[src/rtl/ped_request_conditioner.sv]
// rtl/ped_request_conditioner.sv - sync/debounce of pedestrian and emergency inputs, held ped request FSM
module ped_request_conditioner #(
  parameter int DEBOUNCE_CYCLES  = 4,
  parameter int COOLDOWN_CYCLES  = 16,
  parameter int EMER_HOLD_CYCLES = 8,
  parameter int CNT_W            = 8
) (
  input  logic             clk,
  input  logic             reset,
  input  logic             ped_btn_raw,
  input  logic             emergency_raw,
  input  logic             walk,
  output logic             ped_btn,
  output logic             emergency,
  output logic             wait_lamp,
  output logic [CNT_W-1:0] press_count
);

  localparam int DW = $clog2(DEBOUNCE_CYCLES + 1);
  localparam int CW = $clog2(COOLDOWN_CYCLES + 1);
  localparam int HW = $clog2(EMER_HOLD_CYCLES + 1);

  typedef enum logic [1:0] {IDLE, PENDING, SERVING, COOLDOWN} state_t;

  logic          btn_s1, btn_s2, emer_s1, emer_s2;
  logic          deb_btn, deb_btn_q, deb_emer;
  logic [DW-1:0] btn_cnt, emer_cnt;
  logic [HW-1:0] hold;
  logic [CW-1:0] cool_cnt;
  logic          deferred;
  state_t        state;
  logic          press, accept, emer_fall_now;

  always_ff @(posedge clk or negedge reset) begin
    if (!reset) begin
      btn_s1  <= 1'b0;
      btn_s2  <= 1'b0;
      emer_s1 <= 1'b0;
      emer_s2 <= 1'b0;
    end else begin
      btn_s1  <= ped_btn_raw;
      btn_s2  <= btn_s1;
      emer_s1 <= emergency_raw;
      emer_s2 <= emer_s1;
    end
  end

  always_ff @(posedge clk or negedge reset) begin
    if (!reset) begin
      deb_btn   <= 1'b0;
      deb_btn_q <= 1'b0;
      btn_cnt   <= '0;
    end else begin
      deb_btn_q <= deb_btn;
      if (btn_s2 == deb_btn) begin
        btn_cnt <= '0;
      end else if (btn_cnt == DW'(DEBOUNCE_CYCLES - 1)) begin
        deb_btn <= ~deb_btn;
        btn_cnt <= '0;
      end else begin
        btn_cnt <= btn_cnt + DW'(1);
      end
    end
  end

  // Hold loads on the same edge deb_emer drops, so the stretch needs no extra cycle.
  assign emer_fall_now = deb_emer && !emer_s2 && (emer_cnt == DW'(DEBOUNCE_CYCLES - 1));

  always_ff @(posedge clk or negedge reset) begin
    if (!reset) begin
      deb_emer  <= 1'b0;
      emer_cnt  <= '0;
      hold      <= '0;
      emergency <= 1'b0;
    end else begin
      if (emer_s2 == deb_emer) begin
        emer_cnt <= '0;
      end else if (emer_cnt == DW'(DEBOUNCE_CYCLES - 1)) begin
        deb_emer <= ~deb_emer;
        emer_cnt <= '0;
      end else begin
        emer_cnt <= emer_cnt + DW'(1);
      end
      if (emer_fall_now)
        hold <= HW'(EMER_HOLD_CYCLES);
      else if (hold != '0)
        hold <= hold - HW'(1);
      emergency <= deb_emer | (hold != '0);
    end
  end

  assign press  = deb_btn & ~deb_btn_q;
  assign accept = press & (((state == IDLE) & ~walk) | ((state == COOLDOWN) & ~deferred));

  always_ff @(posedge clk or negedge reset) begin
    if (!reset)
      press_count <= '0;
    else if (accept && (press_count != {CNT_W{1'b1}}))
      press_count <= press_count + CNT_W'(1);
  end

  // While emergency is high only press capture proceeds; walk and the cooldown timer are frozen.
  always_ff @(posedge clk or negedge reset) begin
    if (!reset) begin
      state    <= IDLE;
      cool_cnt <= '0;
      deferred <= 1'b0;
      ped_btn  <= 1'b0;
    end else begin
      case (state)
        IDLE: begin
          if (press && !walk) begin
            state   <= PENDING;
            ped_btn <= 1'b1;
          end
        end
        PENDING: begin
          if (walk && !emergency) begin
            state   <= SERVING;
            ped_btn <= 1'b0;
          end
        end
        SERVING: begin
          if (!walk && !emergency) begin
            state    <= COOLDOWN;
            cool_cnt <= CW'(COOLDOWN_CYCLES);
          end
        end
        COOLDOWN: begin
          if (emergency) begin
            if (press) deferred <= 1'b1;
          end else if (cool_cnt == CW'(1)) begin
            deferred <= 1'b0;
            if (deferred || press) begin
              state   <= PENDING;
              ped_btn <= 1'b1;
            end else begin
              state <= IDLE;
            end
          end else begin
            cool_cnt <= cool_cnt - CW'(1);
            if (press) deferred <= 1'b1;
          end
        end
        default: state <= IDLE;
      endcase
    end
  end

  assign wait_lamp = ped_btn;

endmodule

[config.mk]
export PLATFORM = sky130hd
export DESIGN_NAME = ped_request_conditioner
export DESIGN_NICKNAME = d
export VERILOG_FILES = /design/src/rtl/ped_request_conditioner.sv
export SDC_FILE = /design/constraint.sdc
export NUM_CORES = 1
export LEC_CHECK = 0
export CAP_MARGIN = 20
export CORE_MARGIN = 4
export CORE_UTILIZATION = 38
export CTS_BUF_LIST = sky130_fd_sc_hd__clkbuf_4
export DETAILED_ROUTE_END_ITERATION = 8
export HOLD_SLACK_MARGIN = 0.08
export PLACE_DENSITY_LB_ADDON = 0.25
export SLEW_MARGIN = 10
export SYNTH_ARGS = -nofsm -noshare
export SYNTH_HDL_FRONTEND = slang
export SYNTH_SLANG_ARGS = --single-unit
[constraint.sdc]
create_clock -name clk -period 2.4 [get_ports clk]
set_clock_uncertainty 0.2 [all_clocks]
set_input_delay 0.48 -clock clk [delete_from_list [all_inputs] [get_ports clk]]
set_output_delay 0.48 -clock clk [all_outputs]
set_load 0.1 [all_outputs]
==> flow_metrics.env <==
export IMPL_fin_util_pct=45.3
export IMPL_wire_per_inst_um=13.3
export IMPL_required_ns=2.42
export IMPL_crit_path_end="press_count[7]"
export IMPL_drive_gt1_share_pct=16.9
export IMPL_grt_usage_pct=11.3
export IMPL_slew_viol_final=0
export IMPL_drcViolationCount=0
export IMPL_synth_seq_cells=35
export IMPL_syn_area_um2=1760
export IMPL_finalSetupTns_ns=0
export IMPL_finalNetCount=194
export IMPL_synthFlopType="dfrtp_1"
export IMPL_dp_hpwl_um=2250
export IMPL_cp_startpoint="state[1]"
export IMPL_num_vias=1197
export IMPL_r2r_slack_ns=0.25
export IMPL_clock_latency_ns=0.33
export IMPL_antenna_found_initial=0
export IMPL_postRouteAntennaNets=0
export IMPL_place_gp_congestion=0.775
export IMPL_synthArstFlopShare_pct=100
export IMPL_cts_tree="built"
export IMPL_grt_remaining_overflow=0
export IMPL_status="finished, final reports clean"
export IMPL_synth_avg_cell_area_um2=11.3
export IMPL_final_area_um2=2000
export IMPL_cts_setup_buffers=0
export IMPL_boundaryPins=16
export IMPL_grt_max_degree=36
export IMPL_clkTransAtPathRegs_ns=0.10
export IMPL_die_h_um=76.1
export IMPL_synth_edff_count=0
export IMPL_yosys_area_top_type="dfrtp_1"
export IMPL_htreeDepth=2
export IMPL_timing_final_crit_share_pct=89.8
export IMPL_cts_buffers=5
export IMPL_r2r_cells=5
export IMPL_cp_end_kind="flip-flop"
export IMPL_power_density_nw_per_um2=1340
export IMPL_area_delta_synth_final_pct=13.6
export IMPL_fin_crit_ns=2.15
export IMPL_cts_root_buf="clkbuf_4"
export IMPL_synth_nets=173
export IMPL_yosysSeqAreaShare_pct=49.8
export IMPL_core_um2=4410
export IMPL_synth_cells=156
export IMPL_worstHoldPathType="flip-flop to flip-flop"
export IMPL_worstSetupPathType="flip-flop to flip-flop"
export IMPL_initial_core_util_pct=39.9
export IMPL_r2r_start="state[1]"
export IMPL_ir_drop_mv=0.403
export IMPL_yosys_warnings=0
export IMPL_slew_headroom_pct=64.7
export IMPL_first_pass_iters=4
export IMPL_reg2reg_to="press_count[7]"
export IMPL_finalSetupViolCount=0
export IMPL_synth_cell_types=42
export IMPL_post_cts_resized=0
export IMPL_cp_arrival_ns=2.18
export IMPL_first_iter_violations=65
export IMPL_die_w_um=76.1
export IMPL_yosysTopAreaCellShare_pct=49.8
export IMPL_max_freq_mhz=464
export IMPL_diodes=0
export IMPL_detail_route_wirelength_um=3060
export IMPL_leakage_nw=0.911
export IMPL_clock_path_buffers=2
export IMPL_holdBufCountCts=0
export IMPL_final_hold_viol_count=0
export IMPL_tightest_slew_ns=0.529
export IMPL_rows=24
export IMPL_rsz0062_at_grt="no"
export IMPL_place_area_um2=1950
export IMPL_vias_per_cell=5.20
export IMPL_grt_pass1_wl_um=5350
export IMPL_dieArea_um2=5790
export IMPL_cts_sinks=35
export IMPL_portBuffers=15
export IMPL_crit_path_start_kind="flip-flop"
export IMPL_maxCapViolCount=0
export IMPL_yosys_top_cells_area="dfrtp_1 (50%), ha_1 (8.5%), a21oi_1 (3.1%)"
export IMPL_grt_pass1_vias=1204
export IMPL_cp_max_fo=12
flip-flops by register name, indices dropped and copies added (netlist names):
register	cells
cool_cnt	5
btn_s2	1
deb_btn	1
press_count	8
ped_btn	1
deferred	1
state	2
btn_cnt	3
emer_s1	1
emer_s2	1
emer_cnt	3
emergency	1
btn_s1	1
hold	4
deb_emer	1
deb_btn_q	1
cells by family after synthesis:
family	Yosys count	synth area share (%)
buffers and inverters	11	2.56
xor gates and xnor gates	8	3.98
AOI/OAI and AO/OA	34	13.1
muxes	6	3.77
DFF	35	49.8
and+or+nand+nor	50	18.3
adders and majority gates	12	8.53
report_power, final:
| part | switching [W] | internal (W) |
|---|---|---|
| Clock | 0.000184 | 0.000120 |
| Combinational | 0.000876 | 0.000502 |
| Sequential | 0.000201 | 0.000792 |
| Total | 0.00126 | 0.00141 |
worst min path at each step:
| stage | startpoint | endpoint | slack, ns | cells past startpoint |
|---|---|---|---|---|
| finish | emer_s1 | emer_s2 | 0.16 | 0 |
| detailed placement | emer_s1 | emer_s2 | 0.14 | 0 |
| global route | btn_s1 | btn_s2 | 0.17 | 0 |
| global placement | emer_s1 | emer_s2 | 0.13 | 0 |
| floorplan | reset | btn_cnt[0] | -0.02 | 0 |
| CTS | emer_s1 | emer_s2 | 0.16 | 0 |
layout make-up:
type / count / area [µm²]
Clock buffer: 6 / 45.0
Multi-Input combinational cell: 110 / 840
Tap cell: 52 / 65.1
Inverter: 9 / 33.8
Sequential cell: 35 / 878
Clock inverter: 2 / 7.51
Timing Repair Buffer: 16 / 130
Fill cell: 411 / 2410
worst max-delay path: stages, from the launching register on:
cell	delay [ns]
dfrtp_1	0.44
ha_1	0.42
nand2b_1	0.16
a21bo_4	0.27
nor3_1	0.21
mux2_1	0.34
layer usage:
metal,GRT usage (%),vias up,part of all wire [%]
met5,0,-,0
met4,6.12,0,2.3
met3,4.02,7,4.2
met2,17.9,20,49
met1,13.4,570,45
li1,-,600,-
metrics by stage:
stage	power [W]	setup slack (ns)	std cells	hold slack, ns
floorplan	0.00209	0.160	156	-0.0156
global placement	0.00233	0.167	222	0.134
detailed placement	0.00239	0.120	222	0.137
CTS	0.00271	0.237	230	0.159
global route	0.00290	0.105	230	0.170
finish	0.00268	0.246	230	0.155
synthesized netlist by cell type, drive strengths merged (3+ instances only):
| cell type | instances |
|---|---|
| a21oi | 11 |
| a22o | 4 |
| dfrtp | 35 |
| ha | 12 |
| inv | 9 |
| mux2 | 5 |
| nand2 | 6 |
| nand2b | 5 |
| nand3 | 3 |
| nor2 | 7 |
| nor2b | 5 |
| nor3 | 7 |
| nor3b | 5 |
| o21ai | 7 |
| xnor2 | 3 |
| xor2 | 5 |
cell usage in the layout (no fill, tap or decap), types with 5 or more instances in the layout:
| master | count |
|---|---|
| ha_1 | 12 |
| nor2_1 | 7 |
| nand2b_1 | 5 |
| dfrtp_1 | 33 |
| o21ai_0 | 7 |
| nand2_1 | 6 |
| nor3b_1 | 5 |
| a21oi_1 | 11 |
| nor3_1 | 6 |
| xor2_1 | 5 |
| inv_1 | 9 |
| buf_4 | 12 |
| clkbuf_4 | 6 |
No activity file was read; power rests on OpenSTA's default activity.
